==> config.mk <==
export PLATFORM = sky130hd
export DESIGN_NAME = uart_tx_arbiter
export DESIGN_NICKNAME = d
export VERILOG_FILES = /design/src/rtl/uart_arb_pkg.sv /design/src/rtl/rr_arbiter.sv /design/src/rtl/uart_tx_arbiter.sv
export SDC_FILE = /design/constraint.sdc
export NUM_CORES = 1
export LEC_CHECK = 0
export ABC_AREA = 1
export CORE_UTILIZATION = 41
export DETAILED_ROUTE_END_ITERATION = 7
export GPL_TIMING_DRIVEN = 1
export PLACE_DENSITY = 0.76
export SLEW_MARGIN = 40
export SYNTH_ARGS = -nofsm -noshare
export SYNTH_HDL_FRONTEND = slang
export SYNTH_SLANG_ARGS = --single-unit
==> constraint.sdc <==
create_clock -name clk -period 2.3 [get_ports clk]
set_input_delay 0.23 -clock clk [delete_from_list [all_inputs] [get_ports clk]]
set_output_delay 0.23 -clock clk [all_outputs]
set_load 0.05 [all_outputs]
==> src/rtl/uart_arb_pkg.sv <==
// uart_arb_pkg: shared state encoding, widths and helpers for the UART TX arbiter.
`default_nettype none

package uart_arb_pkg;

  localparam int NB_DATA_DEF = 8;
  localparam int TMO_CNT_W   = 16;

  localparam logic [1:0] S_IDLE = 2'd0;
  localparam logic [1:0] S_LOAD = 2'd1;
  localparam logic [1:0] S_WAIT = 2'd2;
  localparam logic [1:0] S_NEXT = 2'd3;

  function automatic int clog2(input int v);
    int r;
    r = 0;
    for (int i = 0; i < 31; i++) begin
      if ((1 << i) < v) r = i + 1;
    end
    return r;
  endfunction

endpackage

`default_nettype wire

==> src/rtl/rr_arbiter.sv <==
// rr_arbiter: combinational round-robin picker; first set request at or after ptr_i, wrapping.
`default_nettype none

module rr_arbiter
  import uart_arb_pkg::*;
#(
  parameter int NUM_REQ = 4,
  parameter int IW      = clog2(NUM_REQ)
) (
  input  logic [NUM_REQ-1:0] req_i,
  input  logic [IW-1:0]      ptr_i,
  output logic [NUM_REQ-1:0] gnt_o,
  output logic [IW-1:0]      idx_o,
  output logic               any_o
);

  int k;

  always_comb begin
    gnt_o = '0;
    idx_o = '0;
    any_o = 1'b0;
    k     = 0;
    // Walk offsets from farthest to nearest so the nearest hit wins.
    for (int i = NUM_REQ - 1; i >= 0; i--) begin
      k = int'(ptr_i) + i;
      if (k >= NUM_REQ) k = k - NUM_REQ;
      if (req_i[k]) begin
        idx_o = IW'(k);
        any_o = 1'b1;
      end
    end
    if (any_o) gnt_o[idx_o] = 1'b1;
  end

endmodule

`default_nettype wire

==> src/rtl/uart_tx_arbiter.sv <==
// uart_tx_arbiter: packet-level round-robin sharing of one UART transmitter among NUM_REQ requesters.
// Optional packet timeout enabled by defining UART_ARB_TIMEOUT_EN.
`default_nettype none

module uart_tx_arbiter
  import uart_arb_pkg::*;
#(
  parameter int NUM_REQ        = 4,
  parameter int NB_DATA        = NB_DATA_DEF,
  parameter int TIMEOUT_CYCLES = 65535
) (
  input  logic                       clk,
  input  logic                       i_rst,
  input  logic [NUM_REQ-1:0]         i_req_valid,
  input  logic [NUM_REQ*NB_DATA-1:0] i_req_data,
  input  logic [NUM_REQ-1:0]         i_req_last,
  output logic [NUM_REQ-1:0]         o_req_ready,
  output logic [NUM_REQ-1:0]         o_grant,
  output logic [NB_DATA-1:0]         o_tx_data,
  output logic                       o_tx_start,
  input  logic                       i_tx_done,
  output logic                       o_busy,
  output logic                       o_timeout
);

  localparam int IW = clog2(NUM_REQ);

  logic [1:0]         state_q, state_d;
  logic [IW-1:0]      ptr_q, ptr_d;
  logic [IW-1:0]      owner_q, owner_d;
  logic [NUM_REQ-1:0] grant_q, grant_d;
  logic [NB_DATA-1:0] data_q, data_d;
  logic               last_q, last_d;
  logic               seen_q, seen_d;

  logic [NUM_REQ-1:0] w_arb_gnt;
  logic [IW-1:0]      w_arb_idx;
  logic               w_arb_any;
  logic [IW-1:0]      w_sel_idx;
  logic [NB_DATA-1:0] w_sel_data;
  logic [IW-1:0]      w_ptr_next;
  logic [NUM_REQ-1:0] w_ready;
  logic               w_tmo;

  rr_arbiter #(
    .NUM_REQ (NUM_REQ),
    .IW      (IW)
  ) u_rr (
    .req_i (i_req_valid),
    .ptr_i (ptr_q),
    .gnt_o (w_arb_gnt),
    .idx_o (w_arb_idx),
    .any_o (w_arb_any)
  );

  assign w_sel_idx  = (state_q == S_IDLE) ? w_arb_idx : owner_q;
  assign w_sel_data = i_req_data[w_sel_idx*NB_DATA +: NB_DATA];
  assign w_ptr_next = (owner_q == IW'(NUM_REQ - 1)) ? '0 : owner_q + 1'b1;

`ifdef UART_ARB_TIMEOUT_EN
  logic [TMO_CNT_W-1:0] cnt_q, cnt_d;
  logic                 tmo_q;

  assign w_tmo = (state_q == S_NEXT) && !i_req_valid[owner_q] &&
                 (cnt_q == TMO_CNT_W'(TIMEOUT_CYCLES - 1));

  always_comb begin
    cnt_d = '0;
    if (state_q == S_NEXT && !i_req_valid[owner_q] && !w_tmo) cnt_d = cnt_q + 1'b1;
  end

  always_ff @(posedge clk or posedge i_rst) begin
    if (i_rst) begin
      cnt_q <= '0;
      tmo_q <= 1'b0;
    end else begin
      cnt_q <= cnt_d;
      tmo_q <= w_tmo;
    end
  end

  assign o_timeout = tmo_q;
`else
  logic w_unused_tmo;
  assign w_unused_tmo = ^TMO_CNT_W'(TIMEOUT_CYCLES);
  assign w_tmo        = 1'b0;
  assign o_timeout    = 1'b0;
`endif

  always_comb begin
    state_d = state_q;
    ptr_d   = ptr_q;
    owner_d = owner_q;
    grant_d = grant_q;
    data_d  = data_q;
    last_d  = last_q;
    seen_d  = seen_q;
    w_ready = '0;
    case (state_q)
      S_IDLE: begin
        if (w_arb_any) begin
          owner_d = w_arb_idx;
          grant_d = w_arb_gnt;
          data_d  = w_sel_data;
          last_d  = i_req_last[w_arb_idx];
          seen_d  = 1'b0;
          w_ready = w_arb_gnt;
          state_d = S_LOAD;
        end
      end
      // The transmitter must be seen idle before its busy edge counts as acceptance.
      S_LOAD: begin
        if (i_tx_done) begin
          seen_d = 1'b1;
        end else if (seen_q) begin
          seen_d  = 1'b0;
          state_d = S_WAIT;
        end
      end
      S_WAIT: begin
        if (i_tx_done) begin
          if (last_q) begin
            grant_d = '0;
            ptr_d   = w_ptr_next;
            state_d = S_IDLE;
          end else begin
            state_d = S_NEXT;
          end
        end
      end
      S_NEXT: begin
        if (i_req_valid[owner_q]) begin
          data_d  = w_sel_data;
          last_d  = i_req_last[owner_q];
          seen_d  = 1'b0;
          w_ready = grant_q;
          state_d = S_LOAD;
        end else if (w_tmo) begin
          grant_d = '0;
          ptr_d   = w_ptr_next;
          state_d = S_IDLE;
        end
      end
      default: state_d = S_IDLE;
    endcase
  end

  always_ff @(posedge clk or posedge i_rst) begin
    if (i_rst) begin
      state_q <= S_IDLE;
      ptr_q   <= '0;
      owner_q <= '0;
      grant_q <= '0;
      data_q  <= '0;
      last_q  <= 1'b0;
      seen_q  <= 1'b0;
    end else begin
      state_q <= state_d;
      ptr_q   <= ptr_d;
      owner_q <= owner_d;
      grant_q <= grant_d;
      data_q  <= data_d;
      last_q  <= last_d;
      seen_q  <= seen_d;
    end
  end

  // Ready is decoded from live inputs, so it is masked while reset is held.
  assign o_req_ready = w_ready & {NUM_REQ{~i_rst}};
  assign o_grant     = grant_q;
  assign o_tx_data   = data_q;
  assign o_tx_start  = (state_q == S_LOAD);
  assign o_busy      = (state_q != S_IDLE);

endmodule

`default_nettype wire

== After elaboration in Yosys (flattened, before gate mapping) ==
Index checks and enable logic that the tools add are counted.

* Register bits after elaboration: 20
* Bits of input ports: 43
* Output and inout port bits: 19
* Word-level logic and storage cells: 109

* Add/sub/neg operators: 8
* Order comparisons: 11
* Eq/ne operators: 10
* Shift-type cells: 1
* Mux-type cells: 58
* Bitwise logic cells: 2
* Reductions and logical operators: 12

{| class="wikitable"
|+ Operators by type and width
! cell !! count
|-
| 32-bit by 4-bit < comparator with 1-bit output (second input constant) || 4
|-
| 32-bit 2-to-1 mux || 4
|-
| 32-bit by 4-bit >= comparator with 1-bit output (second input constant) || 3
|-
| 32-bit by 4-bit subtractor with 32-bit output (second input constant) || 3
|-
| 32-bit by 6-bit indexed part select with 8-bit output || 1
|-
| 2-bit 2-to-1 mux || 12
|-
| 1-bit 2-to-1 mux || 21
|-
| 4-bit 2-to-1 mux || 5
|-
| 8-bit 2-to-1 mux || 2
|-
| 4-bit one-hot mux with 2 select lines || 2
|-
| 8-bit one-hot mux with 2 select lines || 1
|-
| 1-bit binary-select mux with 2-bit select || 7
|-
| 3-bit AND reduction || 3
|-
| 2-bit != test (second input constant) || 4
|-
| 2-bit one-hot mux with 4 select lines || 1
|-
| 2-bit by 2-bit adder with 3-bit output (second input constant) || 2
|-
| 2-bit == test (second input constant) || 3
|-
| 2-bit by 3-bit < comparator with 1-bit output (second input constant) || 2
|-
| 2-bit nonzero test || 3
|-
| 5-bit AND reduction || 1
|-
| 4-bit bitwise AND || 1
|-
| 2-bit by 1-bit != test with 1-bit output (second input constant) || 2
|-
| 4-bit AND reduction || 1
|-
| 2-bit by 3-bit subtractor with 4-bit output (second input constant) || 1
|-
| other kinds (13) || 13
|}

== Logic depth before layout (Yosys ltp) ==
Gate-level depths: netlist of run 1.

* Word-level depth: 17
* Mapped depth: 17
* Mapped depth without buffers: 16

== Cells and area by module ==
Synthesis of run 1 repeated with hierarchy kept, for this count alone.

* Cells, all modules: 310
* Area total of the unflattened synthesis: 1883.1 sq um

{| class="wikitable"
|+ Modules (own cells, without submodules)
! module !! instances !! cells each !! area each (sq um) !! seq. area each (sq um)
|-
| uart_tx_arbiter || 1 || 255 || 1641.6 || 500.5
|-
| rr_arbiter || 1 || 55 || 241.5 || 0.0
|}

== Worst setup path after synthesis of run 1 ==
OpenSTA, ideal clock, no wires.

* Kind: register to output
* Start point: reg ptr_q[0]
* End point: out o_req_ready[1]
* Arrival: 2087 ps
* Data required time: 2070 ps
* Path slack: -17 ps
* Stages on the path, launching flop included: 15
* Buffers on the path: 1
* Cells stage by stage: dfrtp_1 > buf_6 > inv_8 > nand2_1 > nand2_1 > nand2_2 > nand2_2 > nor2_1 > nor2_1 > nand2_2 > nand2_1 > nand2_1 > nor2_1 > a21oi_1 > nor2_1

* Word-level cells in the longest chain between the ends: 17
* Elaborated cells between the ends (all ways): 43
* Those cells by class: add/sub (7); order compare (6); mux (28); bitwise (1); reduce/logical (1)

{| class="wikitable"
|+ RTL lines
! what !! line !! RTL
|-
| start: declaration || uart_tx_arbiter.sv:29 || <nowiki>logic [IW-1:0] ptr_q, ptr_d;</nowiki>
|-
| start signal: assignment || uart_tx_arbiter.sv:159 || <nowiki>ptr_q <= ptr_d;</nowiki>
|-
| 2-bit by 2-bit adder with 3-bit output || rr_arbiter.sv:26 || <nowiki>k = int'(ptr_i) + i;</nowiki>
|-
| 32-bit by 4-bit subtractor with 32-bit output or 32-bit by 4-bit >= comparator with 1-bit output (tied branches) || rr_arbiter.sv:27 || <nowiki>if (k >= NUM_REQ) k = k - NUM_REQ;</nowiki>
|-
| 32-bit 2-to-1 mux || rr_arbiter.sv:27 ||
|-
| 1-bit binary-select mux with 2-bit select || rr_arbiter.sv:28 || <nowiki>if (req_i[k]) begin</nowiki>
|-
| 1-bit 2-to-1 mux (implied by the code) (2 in series) || rr_arbiter.sv:28 ||
|-
| 2-bit 2-to-1 mux (4 in series) || rr_arbiter.sv:28 ||
|-
| 2-bit by 3-bit < comparator with 1-bit output (implied by the code) or 2-bit by 1-bit >= comparator with 1-bit output (tied branches) || rr_arbiter.sv:33 || <nowiki>if (any_o) gnt_o[idx_o] = 1'b1;</nowiki>
|-
| 1-bit logical AND (implied by the code) || rr_arbiter.sv:33 ||
|-
| 1-bit 2-to-1 mux (implied by the code) || rr_arbiter.sv:33 ||
|-
| 1-bit demux with 2-bit select || -- ||
|-
| 4-bit 2-to-1 mux * || uart_tx_arbiter.sv:101 || <nowiki>if (w_arb_any) begin</nowiki>
|-
| 4-bit one-hot mux with 2 select lines * || uart_tx_arbiter.sv:99 || <nowiki>case (state_q)</nowiki>
|-
| 4-bit bitwise AND * || uart_tx_arbiter.sv:169 || <nowiki>assign o_req_ready = w_ready & {NUM_REQ{~i_rst}};</nowiki>
|-
| end: declaration || uart_tx_arbiter.sv:17 || <nowiki>output logic [NUM_REQ-1:0] o_req_ready,</nowiki>
|}

Mark *: on every way between the ends. The rest lies on a longest branch, timed or not. The select of a mux whose other input is x is not followed.

== Worst setup path after layout of run 1 ==
Ends and elaborated chain as after synthesis.

==> impl_metrics.env, run 1 <==
export IMPL_start_util=0.4366
export IMPL_swShare=0.5427
export IMPL_whs_ns=0.3230
export IMPL_relSlewSlack=0.6511
export IMPL_synthTopCellsByCount="97 x nand2_1, 53 x inv_1, 42 x nand3_1, 20 x dfrtp_1, 20 x nor2_1"
export IMPL_r2r_end="o_tx_data[6]$_DFFE_PP0P_"
export IMPL_antenna_left=0
export IMPL_p_sw_w=0.002299
export IMPL_total_power_w=0.004237
export IMPL_crit_type="flip-flop to primary output"
export IMPL_drc=0
export IMPL_syn_nets=346
export IMPL_setup_viol=0
export IMPL_yosysMostFrequentCell="nand2_1"
export IMPL_hold_path_class="primary input to async pin"
export IMPL_drv_slew=0
export IMPL_netlist_area_leader_share=0.2805
export IMPL_vias_per_cell=4.803
export IMPL_synth_area_um2=1784
export IMPL_crit_required_ns=2.07
export IMPL_yosysWarnings=0
export IMPL_synthCells=298
export IMPL_cts_tree="done"
export IMPL_drt_total_wl_um=4474
export IMPL_finalCritPeriodShare=0.9747
export IMPL_synth_edff_count=0
export IMPL_place_hpwl_um=3562
export IMPL_r2r_start="ptr_q[0]$_DFFE_PP0P_"
export IMPL_min_period_ns=2.242
export IMPL_static_leakage_power_nw=1.401
export IMPL_end_kind="primary output"
export IMPL_ir_drop_uv=578.7
export IMPL_antenna_found_initial=0
export IMPL_power_internal_w=0.001938
export IMPL_insertion_delay_ns=0.26
export IMPL_fmax_mhz=446.1
export IMPL_ios=62
export IMPL_cts_hold_buf=0
export IMPL_grt_overflow_total=0
export IMPL_area_growth_syn_to_layout_pct=48.32
export IMPL_critPathLaunchType="flip-flop"
export IMPL_finClkSkew_ns=0.005091
export IMPL_diodes=0
export IMPL_grt_usage=0.2122
export IMPL_synth_area_leaders="dfrtp_1 28%, nand2_1 20%, nand3_1 12%"
export IMPL_drive_above_1_share=0.1530
export IMPL_ys_flop_type="dfrtp_1"
export IMPL_final_hold_viol_count=0
export IMPL_numCtsBuffers=3
export IMPL_combPwrFrac=0.751
export IMPL_ys_seq_area_frac=0.2805
export IMPL_cts_sinks=20
export IMPL_fp_dieW_um=67.97
export IMPL_row_count=23
export IMPL_root_buffer="clkbuf_8"
export IMPL_drv_cap=0
export IMPL_power_density_nw_per_um2=1601
export IMPL_core_area_um2=4086
export IMPL_h_tree_depth=1
export IMPL_dp_cells=409
export IMPL_avgSynthCellArea_um2=5.987
export IMPL_status="complete, no violations"
export IMPL_layout_nets=415
export IMPL_synth_cell_type_count=25
export IMPL_crit_fanout=8
export IMPL_rsz0062_at_grt="true"
export IMPL_vias=1998
export IMPL_rrSetupSlack_ns=0.32
export IMPL_rr_worst_depth=16
export IMPL_p_seq_frac=0.165
export IMPL_gp_congestion=0.8782
export IMPL_power_frac_clock=0.084
export IMPL_clockBufferDepth=2
export IMPL_firstDrtPassIters=4
export IMPL_yosysTopAreaCell="dfrtp_1"
export IMPL_post_drt_wl_per_cell_um=10.75
export IMPL_drt_iter0_markers=105
export IMPL_worstPathArrival_ns=2.01
export IMPL_instances_no_fill=416
export IMPL_async_flop_share=1.000
export IMPL_grt_max_degree=21
export IMPL_grt_pass1_vias=1771
export IMPL_dieArea_um2=4619
export IMPL_die_h_um=67.97
export IMPL_clkTransAtPathRegs_ns=0.08
export IMPL_grt_pass1_wl_um=7583
export IMPL_io_buffers=60
export IMPL_tightest_slew_ns=0.5217
export IMPL_ys_seq_elements=20
logic make-up (layout without fill, tap and decap cells):
family | after synthesis | after routing | synth area share
AO/OA/AOI/OAI | 28 | 28 | 0.08345
adder cells (fa/ha/maj) | 5 | 5 | 0.03506
buffers and inverters | 65 | 133 | 0.1564
AND/OR/NAND/NOR | 179 | 179 | 0.4425
other | 1 | 1 | 0.002102
flip-flops | 20 | 20 | 0.2805
worst max-delay path by stage:
stage / from / to / slack [ns] / depth (start not counted)
finish: ptr_q[0]$_DFFE_PP0P_ / o_req_ready[1] / 0.06 / 14
global placement: i_req_valid[3] / o_req_ready[0] / 0.09 / 14
floorplan: ptr_q[0]$_DFFE_PP0P_ / o_req_ready[0] / 0.04 / 12
global route: ptr_q[0]$_DFFE_PP0P_ / o_req_ready[1] / -0.11 / 14
detailed placement: i_req_valid[1] / o_req_ready[0] / 0.04 / 14
CTS: ptr_q[0]$_DFFE_PP0P_ / o_req_ready[0] / 0.001 / 13
sequential cells by signal, summed over array words and instances (netlist names):
name and cells:
o_tx_data 8, o_grant 4, owner_q 2, ptr_q 2, state_q 2, last_q 1, seen_q 1
through the flow:
step	util	TNS [ns]	worst slack, ns	cell area, µm²
2_1_floorplan	-	0	0.03527	1793
3_3_place_gp	0.6157	0	0.09283	2516
3_5_place_dp	0.6157	0	0.04483	2516
4_1_cts	0.6353	0	0.001268	2596
5_1_grt	0.6476	-0.2613	-0.1148	2646
6_report	0.6476	0	0.05820	2646
cells in the final DEF (no fill, tap or decap):
| master | n |
|---|---|
| nand4_1 | 2 |
| nand3b_1 | 1 |
| nor3_1 | 1 |
| nor2_2 | 5 |
| inv_1 | 53 |
| nand3_1 | 42 |
| nor3_2 | 1 |
| dfrtp_2 | 2 |
| nand2_2 | 17 |
| clkdlybuf4s50_1 | 55 |
| o21ai_0 | 16 |
| o21ai_2 | 1 |
| a22oi_1 | 2 |
| bufinv_16 | 1 |
| inv_8 | 1 |
| dfrtp_1 | 18 |
| nand2_1 | 92 |
| clkbuf_8 | 3 |
| conb_1 | 1 |
| o21ai_1 | 1 |
| ha_1 | 5 |
| buf_4 | 12 |
| a21oi_1 | 6 |
| nand3_4 | 1 |
| nor2_1 | 15 |
| inv_2 | 3 |
| a21oi_2 | 2 |
| buf_12 | 5 |
| nand2_4 | 2 |
critical path, stage by stage, from the launching register on:
cell and delay, ns:
dfrtp_2 0.49, inv_8 0.11, nand2_2 0.05, nand2_2 0.07
nand2_2 0.07, nand2_2 0.09, nor2_1 0.04, nor2_1 0.13
nand2_2 0.09, nand2_4 0.10, nand2_2 0.06, nor2_2 0.11
a21oi_2 0.04, nor2_2 0.15, buf_12 0.15
cell type report:
class	instances	area [µm²]
Fill cell	375	1440
Multi-Input combinational cell	213	1047
Timing Repair Buffer	72	740.7
Sequential cell	20	503.0
Inverter	57	221.5
Tap cell	50	62.56
Clock buffer	3	41.29
Clock inverter	1	30.03
metal layers:
| metal | global-route usage | vias to the layer above | wire (µm) |
|---|---|---|---|
| met4 | 0.03385 | 0 | 18 |
| met2 | 0.3848 | 66 | 2229 |
| li1 | - | 1052 | - |
| met5 | 0 | - | 0 |
| met1 | 0.2630 | 878 | 1963 |
| met3 | 0.03667 | 2 | 264 |
timing repair:
action                     CTS  global route
buffers inserted             1             2
pin swaps                    0            11
setup endpoints to repair    4             4
gates resized for setup      1            12
power by group through the flow:
stage	logic [W]	registers, W	clock network, W
3_5_place_dp	0.00301	0.000703	0
2_1_floorplan	0.00192	0.000967	0
6_report	0.00318	0.000700	0.000354
4_1_cts	0.00305	0.000695	0.000361
3_3_place_gp	0.00299	0.000699	0
5_1_grt	0.00353	0.000730	0.000381
No activity file was read; power rests on OpenSTA's default activity.
==> run 2, diff against run 1 <==
==> constraint.sdc (replaced) <==
create_clock -name clk -period 2.3 [get_ports clk]
set_input_delay 0.23 -clock clk [delete_from_list [all_inputs] [get_ports clk]]
set_output_delay 0.23 -clock clk [all_outputs]
set_load 0.01 [all_outputs]
==> run 2 against run 1 <==
Compared with the run above: maximum frequency rose by 4.0%; register-to-register slack worse by 0.07 ns; critical path depth is 1 lower; flip-flop and latch count unchanged; count of clock-buffer cells in the layout is the same; via count fell by 0.20%; worst hold slack got worse by 0.0048 ns; die area stayed put; combinational power is 11% lower; clock power up 2%; non-clock buffer count increased by 7; critical path type unchanged; largest cell class unchanged.
==> impl_metrics.env, run 2 (synthesized netlist as in run 1, its figures left out) <==
export IMPL_h_tree_depth=1
export IMPL_drv_cap=0
export IMPL_diodes=0
export IMPL_worstPathArrival_ns=1.93
export IMPL_fp_dieW_um=67.97
export IMPL_insertion_delay_ns=0.26
export IMPL_die_h_um=67.97
export IMPL_ir_drop_uv=663.6
export IMPL_min_period_ns=2.156
export IMPL_r2r_end="o_tx_data[0]$_DFFE_PP0P_"
export IMPL_vias_per_cell=4.714
export IMPL_crit_required_ns=2.07
export IMPL_drt_iter0_markers=92
export IMPL_antenna_left=0
export IMPL_drive_above_1_share=0.1421
export IMPL_total_power_w=0.003881
export IMPL_grt_pass1_wl_um=7617
export IMPL_end_kind="primary output"
export IMPL_dieArea_um2=4619
export IMPL_clkTransAtPathRegs_ns=0.08
export IMPL_grt_usage=0.2121
export IMPL_post_place_ws_ns=-0.2658
export IMPL_static_leakage_power_nw=1.422
export IMPL_finalCritPeriodShare=0.9374
export IMPL_regArea_um2=501.7
export IMPL_grt_pass1_vias=1830
export IMPL_fin_util=0.6405
export IMPL_fillers=373
export IMPL_final_hold_viol_count=0
export IMPL_multiInputGateArea_um2=1025
export IMPL_start_util=0.4366
export IMPL_cts_tree="done"
export IMPL_critPathLaunchType="flip-flop"
export IMPL_wl_met2_um=2086
export IMPL_vias=1994
export IMPL_setup_ws_ns=0.1441
export IMPL_root_buffer="clkbuf_8"
export IMPL_place_hpwl_um=3563
export IMPL_tns_ns=0
export IMPL_drc=0
export IMPL_row_count=23
export IMPL_gp_congestion=0.8703
export IMPL_area_growth_syn_to_layout_pct=46.70
export IMPL_grt_overflow_total=0
export IMPL_clockBufferDepth=2
export IMPL_io_buffers=60
export IMPL_drt_total_wl_um=4479
export IMPL_grt_max_degree=21
export IMPL_status="complete, no violations"
export IMPL_r2r_start="ptr_q[0]$_DFFE_PP0P_"
export IMPL_rrSetupSlack_ns=0.25
export IMPL_antenna_found_initial=0
export IMPL_wl_met3_um=269
export IMPL_cts_sinks=20
export IMPL_setup_viol=0
export IMPL_cts_hold_buf=0
export IMPL_fmax_mhz=463.8
export IMPL_post_drt_wl_per_cell_um=10.59
export IMPL_numCtsBuffers=3
export IMPL_layout_nets=422
export IMPL_postPlaceCellArea_um2=2545
export IMPL_ios=62
export IMPL_rr_worst_depth=17
export IMPL_crit_fanout=8
export IMPL_wl_met1_um=2054
export IMPL_power_density_nw_per_um2=1483
export IMPL_cts_setup_buffers=0
export IMPL_core_area_um2=4086
export IMPL_most_common_layout_cells="94 x nand2_1, 56 x clkdlybuf4s50_1, 53 x inv_1, 41 x nand3_1"
export IMPL_top_layer="met4"
export IMPL_firstDrtPassIters=4
export IMPL_drv_slew=0
export IMPL_final_common_cell="nand2_1"
export IMPL_hold_path_class="primary input to async pin"
export IMPL_largest_register_ff_count=8
export IMPL_crit_type="flip-flop to primary output"
export IMPL_fin_area_um2=2618
export IMPL_finClkSkew_ns=0.003447
run 2: cell count changes in the layout (fill, tap and decap cells not counted), moves of 4 or more:
| cell | delta |
|---|---|
| nor2_1 | +4 |
| clkbuf_2 | +4 |
| nor2_2 | -4 |
| buf_4 | +6 |
| buf_12 | -4 |
run 2: what timing repair did:
action,4_1_cts,5_1_grt
setup endpoints to repair,4,4
pin swaps,0,1
resized for setup,7,12
run 2: how the worst max path moves through the flow:
stage / start / endpoint / slack [ns] / cells past startpoint
floorplan: state_q[0]$_DFFE_PP0P_ / o_tx_data[1]$_DFFE_PP0P_ / 0.42 / 11
global placement: i_req_valid[3] / o_req_ready[2] / -0.19 / 14
detailed placement: i_req_valid[1] / o_req_ready[0] / -0.27 / 14
CTS: ptr_q[0]$_DFFE_PP0P_ / o_req_ready[1] / 0.02 / 14
global route: ptr_q[1]$_DFFE_PP0P_ / o_req_ready[0] / -0.002 / 13
finish: ptr_q[0]$_DFFE_PP0P_ / o_req_ready[0] / 0.14 / 13
run 2: routing by layer:
metal / track usage / vias to the layer above
met5: 0 / -
met4: 0.05729 / 0
met3: 0.03333 / 8
met2: 0.3713 / 77
met1: 0.2665 / 842
li1: - / 1067
run 2: cell type report:
cell class              count  area share
inverters                  57     0.08461
clock buffers               3     0.01577
repair buffers             79      0.2811
well taps                  50     0.02390
clock inverters             1     0.01147
flip-flops and latches     20      0.1917
multi-input cells         213      0.3915
run 2: metrics by stage:
step,instances,hold WS (ns)
floorplan,298,0.2023
detailed placement,419,0.4666
finish,423,0.3182
global placement,419,0.4607
CTS,423,0.3324
global route,423,0.3483
run 2: power breakdown:
part           total [W]  leakage, nW  internal [W]  switching [W]
clock network   0.000362       0.0357      0.000233       0.000130
logic            0.00283         1.14       0.00123        0.00160
registers       0.000689        0.248      0.000532       0.000157
total            0.00388         1.42       0.00200        0.00189
run 2: worst max-delay path: stages (launching register included):
cell,delay (ns)
dfrtp_2,0.50
inv_8,0.07
nand2_2,0.07
nand2_2,0.07
nand2_1,0.10
nand2_1,0.06
nand3_1,0.06
nand3_1,0.10
nand2_2,0.13
inv_2,0.06
nor2_1,0.13
a22oi_1,0.08
nor2_1,0.11
clkbuf_2,0.14
